===== config.mk =====
export PLATFORM = sky130hd
export DESIGN_NAME = slow_tick_bcd_counter
export DESIGN_NICKNAME = d
export VERILOG_FILES = /design/src/rtl/slow_tick_bcd_counter.sv
export SDC_FILE = /design/constraint.sdc
export NUM_CORES = 1
export LEC_CHECK = 0
export BUFFER_PORTS_ARGS = -buffer_cell sky130_fd_sc_hd__buf_4
export CAP_MARGIN = 20
export CORE_MARGIN = 1.5
export CORE_UTILIZATION = 55
export CTS_CLUSTER_DIAMETER = 100
export DETAILED_ROUTE_END_ITERATION = 12
export GPL_TIMING_DRIVEN = 1
export PLACE_DENSITY = 0.83
export SLEW_MARGIN = 10
export SYNTH_ARGS = -nofsm -noshare
export SYNTH_HDL_FRONTEND = slang
export SYNTH_SLANG_ARGS = --single-unit

===== constraint.sdc =====
create_clock -name clock_in -period 4.7 [get_ports clock_in]
set_clock_uncertainty 0.1 [all_clocks]
set_input_delay 0.94 -clock clock_in [delete_from_list [all_inputs] [get_ports clock_in]]
set_output_delay 0.94 -clock clock_in [all_outputs]
set_load 0.03 [all_outputs]

===== src/rtl/slow_tick_bcd_counter.sv =====
// Multi-digit BCD event counter advanced by rising edges of a synchronised slow clock.
// Optional down-counting (down port, borrow logic) is built only when COUNT_DOWN_EN is defined.
module slow_tick_bcd_counter #(
  parameter int DIGITS      = 4,
  parameter int SYNC_STAGES = 2
) (
  input  logic                  clock_in,
  input  logic                  reset_n,
  input  logic                  slow_clk,
  input  logic                  run,
  input  logic                  clear,
  input  logic                  load,
  input  logic [4*DIGITS-1:0]   load_value,
`ifdef COUNT_DOWN_EN
  input  logic                  down,
`endif
  output logic [4*DIGITS-1:0]   count,
  output logic                  step,
  output logic                  wrap
);

  localparam int W      = 4 * DIGITS;
  localparam int FILL_W = $clog2(SYNC_STAGES + 1);

  logic [SYNC_STAGES-1:0] sync;
  logic                   sync_out;
  logic                   prev;
  logic                   armed;
  logic [FILL_W-1:0]      fill;
  logic                   tick;

  logic [W-1:0]           count_d;
  logic                   step_d;
  logic                   wrap_d;
  logic [W:0]             inc_res;
  logic [W-1:0]           load_clean;
  logic                   count_down;

  // Increment with per-digit carry; MSB of the result is the carry out of the top digit.
  function automatic logic [W:0] bcd_inc(input logic [W-1:0] v);
    logic         c;
    logic [3:0]   d;
    logic [W-1:0] r;
    c = 1'b1;
    r = v;
    for (int i = 0; i < DIGITS; i++) begin
      d = v[4*i +: 4];
      if (c) begin
        if (d >= 4'd9) begin
          r[4*i +: 4] = 4'd0;
        end else begin
          r[4*i +: 4] = d + 4'd1;
          c = 1'b0;
        end
      end
    end
    return {c, r};
  endfunction

`ifdef COUNT_DOWN_EN
  // Decrement with per-digit borrow; MSB of the result is the borrow out of the top digit.
  function automatic logic [W:0] bcd_dec(input logic [W-1:0] v);
    logic         b;
    logic [3:0]   d;
    logic [W-1:0] r;
    b = 1'b1;
    r = v;
    for (int i = 0; i < DIGITS; i++) begin
      d = v[4*i +: 4];
      if (b) begin
        if (d == 4'd0) begin
          r[4*i +: 4] = 4'd9;
        end else begin
          r[4*i +: 4] = d - 4'd1;
          b = 1'b0;
        end
      end
    end
    return {b, r};
  endfunction

  logic [W:0] dec_res;
  assign dec_res    = bcd_dec(count);
  assign count_down = down;
`else
  assign count_down = 1'b0;
`endif

  function automatic logic [W-1:0] bcd_clean(input logic [W-1:0] v);
    logic [W-1:0] r;
    r = v;
    for (int i = 0; i < DIGITS; i++) begin
      if (v[4*i +: 4] > 4'd9) r[4*i +: 4] = 4'd0;
    end
    return r;
  endfunction

  assign sync_out   = sync[SYNC_STAGES-1];
  assign tick       = armed & sync_out & ~prev;
  assign inc_res    = bcd_inc(count);
  assign load_clean = bcd_clean(load_value);

  always_ff @(posedge clock_in or negedge reset_n) begin
    if (!reset_n) begin
      sync <= '0;
      prev <= 1'b0;
    end else begin
      sync <= {sync[SYNC_STAGES-2:0], slow_clk};
      prev <= sync_out;
    end
  end

  // The synchroniser's reset zeros are not real samples of slow_clk, so arming waits
  // until the chain has been refilled before trusting a low output.
  always_ff @(posedge clock_in or negedge reset_n) begin
    if (!reset_n) begin
      fill  <= FILL_W'(SYNC_STAGES);
      armed <= 1'b0;
    end else begin
      if (fill != '0) fill <= fill - 1'b1;
      if (fill == '0 && !sync_out) armed <= 1'b1;
    end
  end

  always_comb begin
    count_d = count;
    step_d  = 1'b0;
    wrap_d  = 1'b0;
    if (clear) begin
      count_d = '0;
    end else if (load) begin
      count_d = load_clean;
    end else if (tick && run) begin
      step_d = 1'b1;
`ifdef COUNT_DOWN_EN
      if (count_down) begin
        count_d = dec_res[W-1:0];
        wrap_d  = dec_res[W];
      end else begin
        count_d = inc_res[W-1:0];
        wrap_d  = inc_res[W];
      end
`else
      count_d = inc_res[W-1:0];
      wrap_d  = inc_res[W] | count_down;
`endif
    end
  end

  always_ff @(posedge clock_in or negedge reset_n) begin
    if (!reset_n) begin
      count <= '0;
      step  <= 1'b0;
      wrap  <= 1'b0;
    end else begin
      count <= count_d;
      step  <= step_d;
      wrap  <= wrap_d;
    end
  end

endmodule


==> qor.yml, run 1 <==
crit_arrival_ns: 2.32
synth-async-reset-ratio_pct: 100
rsz0062_at_grt: "false"
grt_pass1_vias: 1389
fin_cells: 239
layout-drive-gt1-share_pct: 27.9
overflow: 0
fmax_ghz: 0.452
cap_violations: 0
grt_max_degree: 25
core_area_mm2: 0.00276
drt-total-wl_mm: 3.69
r2r-start: "count[0]"
grt_pass1_wl_mm: 6.22
p_comb_share_pct: 27.8
swShare_pct: 32.3
layout_common_cells: "buf_4 (40), dfrtp_1 (23), inv_1 (20)"
static-leakage-power_nw: 0.882
fillers: 227
drt-pass1-iter-count: 4
relSlewSlack_pct: 54.1
critPathMaxFanout: 12
r2r_setup_slack_ns: 2.49
antenna_cells: 0
clk_path_buf_depth: 2
start_util_pct: 58.0
gp_congestion: 0.837
stdcell_area_mm2: 0.00194
initialDrtViolationCount: 72
reg2reg_depth: 6
timing.rr.end: "count[13]"
timing.final.crit_period_ns: 2.21
syn_nets: 206
synth-edff-count: 0
power_density_mw_per_mm2: 244
pre_cts_ws_ns: 2.18
crit_type: "reg -> reg"
mostFrequentLayoutCell: "buf_4"
antenna_found_initial: 0
post_cts_buffers: 0
synth.distinct_cells: 49
vias: 1476
viasPerCell: 6.18
rows: 19
pwr-share-seq_pct: 49.8
clkPwrFrac_pct: 22.4
synth-seq-cells: 24
syn_avg_cell_area_um2: 9.36
cts_resized: 0
antenna_left: 0
setup-violations-final: 0
pin_count: 40
cts_buffers: 3
setup_ws_ns: 2.49
place_area_mm2: 0.00189
required_ns: 4.80
portBuffers: 39
die_h_um: 56.9
cts-root-buf: "clkbuf_4"
cts_tree: "built"
drc: 0
setup_tns_ns: 0
nNetsFinal: 244
syn_inst: 171
areaGrowthSynthToFinish_pct: 21.1
track_usage_pct: 23.7
die_x_um: 56.9
clkTransAtPathRegs_ns: 0.12
hold_buffers: 0
crit_path_start_kind: "register"
ys_warn_count: 0
clock_latency_ns: 0.31
status: "finished, final reports clean"
end_kind: "register"
hpwl_mm: 2.65
seq_area_um2: 602
peakVddDrop_v: 0.000291
multi_input_comb_area_um2: 886
seq_area_frac_synth_pct: 37.6
htreeDepth: 1
post_drt_wl_per_cell_um: 15.4
worstMarginPinSlew_ns: 0.685
die_area_mm2: 0.00324
dp.cells: 234
period_share_pct: 47.1
netlist_area_mm2: 0.00160
hold_viol: 0
startpoint: "count[0]"
hp-class: "reg -> reg"
netSwitchingPower_uw: 153
drv_slew: 0
internal_power_uw: 320
cts.sinks: 24
endpoint: "count[13]"
synth_ff_type: "dfrtp_1"
## sequential cells by signal (all words and copies together), names as in the netlist
signal,cells
count,16
fill,2
sync,2
armed,1
prev,1
step,1
wrap,1
## Yosys cell counts (2+ instances only)
master,instances,area share [%]
a2111oi_0,2,1.1
ha_1,13,10
o211ai_1,6,2.8
o21a_1,3,1.4
or3b_1,2,1.1
or2_2,2,0.78
a32oi_1,2,1.1
a31oi_1,8,3.1
nand2_1,10,2.3
buf_2,3,0.94
nor4_1,3,1.2
o21ai_0,7,2.2
a21oi_1,8,2.5
a21o_1,2,0.94
dfrtp_1,23,36
nand3_1,3,0.94
nor3b_1,2,0.94
nor3_1,3,0.94
clkbuf_1,2,0.47
o31ai_1,5,2.3
a211oi_1,5,2.3
o31ai_2,2,1.6
inv_1,20,4.7
o32ai_1,2,1.1
nor2_1,7,1.6
mux2_2,3,2.1
## per-stage QoR
| stage | util (%) | total power, mW | hold WS, ns |
|---|---|---|---|
| CTS | 70.0 | 0.475 | 0.284 |
| global placement | 68.7 | 0.363 | 0.245 |
| finish | 70.3 | 0.473 | 0.278 |
| floorplan | - | 0.316 | 0.231 |
| detailed placement | 68.7 | 0.369 | 0.246 |
| global route | 70.3 | 0.499 | 0.287 |
## final cells by class
cell class                 count  share of cell area (%)
inverter                      20                    3.87
multi-input combinational    120                    45.7
sequential                    24                    31.1
tap                           31                    2.00
timing repair buffer          40                    15.5
clock buffer                   4                    1.87
## how the worst min path moves through the flow
stage	slack (ns)	endpoint	start	depth (start not counted)
2_1_floorplan	0.23	sync[1]	sync[0]	0
3_3_place_gp	0.24	sync[1]	sync[0]	0
3_5_place_dp	0.25	sync[1]	sync[0]	0
4_1_cts	0.28	sync[1]	sync[0]	0
5_1_grt	0.29	sync[1]	sync[0]	0
6_report	0.28	sync[1]	sync[0]	0
## power by group through the flow
stage,registers (mW),logic [mW],clock network [mW]
2_1_floorplan,0.255,0.0608,0
3_3_place_gp,0.238,0.124,0
3_5_place_dp,0.239,0.130,0
4_1_cts,0.235,0.130,0.110
5_1_grt,0.238,0.144,0.118
6_report,0.235,0.131,0.106
## worst max-delay path: stages (launching register included)
cell and delay [ns]:
dfrtp_1 0.49, inv_1 0.07, ha_1 0.19, or3b_4 0.26, nand3_2 0.21, o31ai_2 0.41
mux2_2 0.37
## kinds of logic (layout without fill, tap and decap cells)
group,Yosys count,in the layout,share of synthesized area (%)
muxes,4,4,2.74
xor gates and xnor gates,1,1,0.547
DFF,24,24,37.6
buffers and inverters,27,64,7.04
adders and majority gates,13,13,10.2
and+or+nand+nor,43,43,15.6
AOI/OAI and AO/OA,59,59,26.3
## per-layer routing
layer	track usage, %	wire length [µm]	vias to the layer above
met5	0	0	-
met4	4.32	25	0
met3	5.22	164	4
met2	40.6	1950	53
met1	31.4	1550	709
li1	-	-	710
Note: power is estimated with default switching activity, not from simulation.
==> run 2: changes to the inputs <==
CORE_UTILIZATION = 53   (was 55)
PLACE_DENSITY = 0.81   (was 0.83)
clock period = 2.3 ns   (was 4.7 ns; I/O delays follow)
==> run 2 against run 1 <==
Effect of this change: the flow now finishes with violations (DRC); cell count up 1.7%; global-route usage up 0.33 points; sequential cell count unchanged; largest cell class unchanged; clock power rose to 2.9 times the previous value; non-clock buffer count up 4; sequential share of layout area down 0.78 points; power up 120%; combinational power up 110%.
==> qor.yml, run 2 (synthesis results as in run 1) <==
status: "finished, violations left"
violations: "DRC"
regMostFlops: "count"
hold_viol: 0
cts.sinks: 24
grt_max_degree: 25
pre_cts_ws_ns: 0.216
die_area_mm2: 0.00336
layout_common_cells: "buf_4 (43), dfrtp_1 (23), inv_1 (20)"
cap_violations: 0
antenna_cells: 0
mostFrequentLayoutCell: "buf_4"
cp_cell_sequence: "inv_1 > ha_1 > or3b_1 > a2111oi_1 > a31oi_1 > o32ai_1"
fmax_ghz: 0.475
fillers: 213
fin_util_pct: 70.9
htreeDepth: 1
cts-root-buf: "clkbuf_4"
timing.final.crit_period_ns: 2.11
drv_slew: 0
drt-total-wl_mm: 3.87
setup_ws_ns: 0.194
reg.largest.list: "count x16, fill x2, sync x2"
startpoint: "count[13]"
post_cts_buffers: 0
clk_path_buf_depth: 2
hp-class: "in -> reg"
setup_tns_ns: 0
largest_reg_flops: 16
worstHoldStart: "slow_clk"
critPathBufInv: 1
static-leakage-power_nw: 0.907
grt_pass1_wl_mm: 6.32
post_drt_wl_per_cell_um: 15.9
end_kind: "register"
pin_count: 40
crit_type: "reg -> reg"
grt_pass1_vias: 1445
period_share_pct: 91.6
relSlewSlack_pct: 67.5
drc: 3
antenna_found_initial: 0
die_x_um: 58.0
cts_buffers: 3
nNetsFinal: 248
layout-drive-gt1-share_pct: 28.8
crit_path_start_kind: "register"
cpPeakStageDelay_ns: 0.46
die_h_um: 58.0
required_ns: 2.43
setup-violations-final: 0
clkTransAtPathRegs_ns: 0.14
crit_arrival_ns: 2.23
place_area_mm2: 0.00192
cts_tree: "built"
gp_congestion: 0.881
overflow: 0
rows: 19
stdcell_area_mm2: 0.00199
critPathTopFamily: "compound AO/OA/AOI/OAI gates"
track_usage_pct: 24.1
peakVddDrop_v: 0.000465
power_density_mw_per_mm2: 534
antenna_left: 0
core_area_mm2: 0.00281
r2r-start: "count[13]"
portBuffers: 39
hpwl_mm: 2.81
start_util_pct: 57.0
worstMarginPinSlew_ns: 0.485
viasPerCell: 6.22
vias: 1512
clock_latency_ns: 0.32
slowest_stage: "a2111oi_1"
critPathMaxFanout: 5
drt-pass1-iter-count: 8
initialDrtViolationCount: 95
areaGrowthSynthToFinish_pct: 24.2
rsz0062_at_grt: "false"
-- run 2: changes by cell type in the layout (fill, tap and decap cells not counted) --
cell,previous run,this run
a2111oi_0,2,1
a2111oi_1,0,1
buf_4,40,43
bufinv_16,0,1
clkbuf_8,1,0
dlygate4sd3_1,0,1
-- run 2: power by group --
| part | internal (mW) | switching [mW] |
|---|---|---|
| clock | 0.176 | 0.131 |
| combinational | 0.115 | 0.158 |
| sequential | 0.445 | 0.0361 |
| total | 0.736 | 0.325 |
-- run 2: cell type report --
class | instances | area [µm²] | area share [%]
clock buffers | 3 | 22.5 | 1.13
multi-input cells | 120 | 887 | 44.6
repair buffers | 44 | 333 | 16.7
inverters | 20 | 75.1 | 3.78
clock inverters | 1 | 30.0 | 1.51
flip-flops and latches | 24 | 602 | 30.3
well taps | 31 | 38.8 | 1.95
-- run 2: path summary, 6_finish.rpt --
check,to,cells after the start,slack [ns]
max in group asynchronous,fill[1],2,1.35
min in group asynchronous,count[6],2,0.46
worst min-delay path,sync[0],1,0.14
worst max register to register,count[14],6,0.19
worst max-delay path,count[14],6,0.19
worst min register to register,sync[1],0,0.28
-- run 2: what timing repair did --
item                                   CTS  global route
setup endpoints to repair                0             1
endpoints found under the hold margin   23             0
hold buffers                             1             0
gates resized for setup                  0             1
-- run 2: metrics by stage --
step | hold slack, ns | total power [mW] | std cells
after detailed placement | 0.236 | 0.758 | 238
final | 0.136 | 1.06 | 243
after global routing | 0.107 | 1.12 | 243
after CTS | 0.125 | 1.07 | 243
after global placement | 0.242 | 0.745 | 238
after floorplan | 0.0644 | 0.645 | 171
-- run 2: worst register-to-register path, stage by stage (launching register included) --
cell and delay (ns):
dfrtp_1 0.45, inv_1 0.08, ha_1 0.19, or3b_1 0.43, a2111oi_1 0.46, a31oi_1 0.08
o32ai_1 0.22
-- run 2: per-layer routing --
metal | GRT usage (%) | share of wire [%] | vias to the layer above
met4 | 8.97 | 1.1 | 0
met2 | 42.5 | 51 | 61
met5 | 0 | 0 | -
met3 | 2.90 | 5.2 | 6
met1 | 30.1 | 43 | 720
li1 | - | - | 725
==> run 3: changes to the inputs <==
CORE_MARGIN = not set   (was 1.5)
SETUP_SLACK_MARGIN = 0.05   (was not set)
==> run 3 against run 2 <==
Effect of this change: the run still ends with DRC left; die area is 3.4% lower; final area is 1.3% lower; combinational power is 1% lower; first-iteration DRC count is 31% lower; worst setup slack better by 0.011 ns; sequential power hardly changed.
==> qor.yml, run 3 (synthesis results as in run 1) <==
status: "finished, violations left"
violations: "DRC"
fin_util_pct: 69.9
clk_path_buf_depth: 2
post_drt_wl_per_cell_um: 15.6
crit_path_start_kind: "register"
portBuffers: 39
largest_reg_flops: 16
static-leakage-power_nw: 0.893
antenna_cells: 0
hp-class: "in -> reg"
core_area_mm2: 0.00281
multi_input_comb_area_um2: 886
track_usage_pct: 25.5
die_x_um: 57.0
viasPerCell: 6.16
worstMarginPinSlew_ns: 0.470
overflow: 0
mostFrequentLayoutCell: "buf_4"
layout_common_cells: "buf_4 (43), dfrtp_1 (22), inv_1 (20)"
clkTransAtPathRegs_ns: 0.14
hold_viol: 0
start_util_pct: 57.0
cts_tree: "built"
drv_slew: 0
drc: 4
setup_tns_ns: 0
power_density_mw_per_mm2: 482
hpwl_mm: 2.78
rsz0062_at_grt: "false"
areaGrowthSynthToFinish_pct: 22.6
cpPeakStageDelay_ns: 0.46
grt_pass1_wl_mm: 6.51
timing.final.crit_period_ns: 2.10
critPathMaxFanout: 7
regMostFlops: "count"
gp_congestion: 0.873
die_h_um: 57.0
slowest_stage: "dfrtp_2"
grt_pass1_vias: 1491
crit_arrival_ns: 2.20
clkPwrFrac_pct: 20.6
nNetsFinal: 248
cp_cell_sequence: "inv_1 > ha_1 > or3b_4 > nand3_2 > o31ai_2 > mux2_2"
die_area_mm2: 0.00324
netSwitchingPower_uw: 317
pin_count: 40
fillers: 221
period_share_pct: 91.1
reg.largest.list: "count x16, fill x2, sync x2"
vias: 1497
initialDrtViolationCount: 66
required_ns: 2.40
end_kind: "register"
stdcell_area_mm2: 0.00196
layout-drive-gt1-share_pct: 28.8
setup-violations-final: 0
seq_area_um2: 603
place_area_mm2: 0.00192
peakVddDrop_v: 0.000397
cts_buffers: 3
drt-total-wl_mm: 3.78
pwr-share-seq_pct: 50.8
grt_max_degree: 25
relSlewSlack_pct: 68.5
htreeDepth: 1
reg2reg_depth: 6
swShare_pct: 33.6
cts-root-buf: "clkbuf_4"
cts.sinks: 24
cap_violations: 0
clock_latency_ns: 0.33
pre_cts_ws_ns: 0.188
fmax_ghz: 0.477
rows: 19
setup_ws_ns: 0.205
antenna_left: 0
p_comb_share_pct: 28.6
antenna_found_initial: 0
holdPathStages: 1
internal_power_uw: 628
crit_type: "reg -> reg"
drt-pass1-iter-count: 8
r2r_setup_slack_ns: 0.20
[run 3: worst paths after layout]
kind                        endpoint      from
hold reg to reg              sync[1]   sync[0]
min in group asynchronous   count[8]   reset_n
setup reg to reg           count[15]  count[0]
max in group asynchronous    fill[1]   reset_n
hold / removal               sync[0]  slow_clk
setup / recovery           count[15]  count[0]
[run 3: through the flow]
step,hold slack (ns),cells,total power [mW]
after global routing,0.125,243,0.999
after detailed placement,0.236,238,0.755
final,0.151,243,0.946
after floorplan,0.0644,171,0.645
after global placement,0.242,238,0.745
after CTS,0.142,243,0.949
[run 3: routing by layer]
metal | track usage, % | up-vias | share of wire, %
li1 | - | 716 | -
met1 | 31.3 | 714 | 43
met2 | 43.5 | 57 | 51
met3 | 5.67 | 10 | 4.7
met4 | 10.5 | 0 | 1.4
met5 | 0 | - | 0
[run 3: layout make-up]
| cell class | count | area share [%] |
|---|---|---|
| multi-input combinational | 120 | 45.2 |
| sequential | 24 | 30.7 |
| timing repair buffer | 44 | 17.0 |
| tap | 31 | 1.98 |
| clock buffer | 4 | 1.34 |
| inverter | 20 | 3.83 |
[run 3: critical path: cells and delay by family (launching register included)]
kind            cells  cell delay (ns)
flops               1             0.46
simple gates        2             0.39
compound gates      1             0.39
mux                 1             0.38
fa+ha+maj           1             0.18
buf+inv             1             0.06
[run 3: power by group through the flow]
stage               clock [mW]  combinational (mW)  sequential, mW
finish                   0.194               0.270           0.481
global route             0.214               0.300           0.485
CTS                      0.200               0.270           0.480
detailed placement           0               0.268           0.488
global placement             0               0.259           0.486
floorplan                    0               0.124           0.521
[run 3: timing repair]
action | CTS | global route
buffers inserted | 0 | 0
setup endpoints to repair | 0 | 3
endpoints found under the hold margin | 23 | 0
hold buffers | 1 | 0
resized for setup | 0 | 1
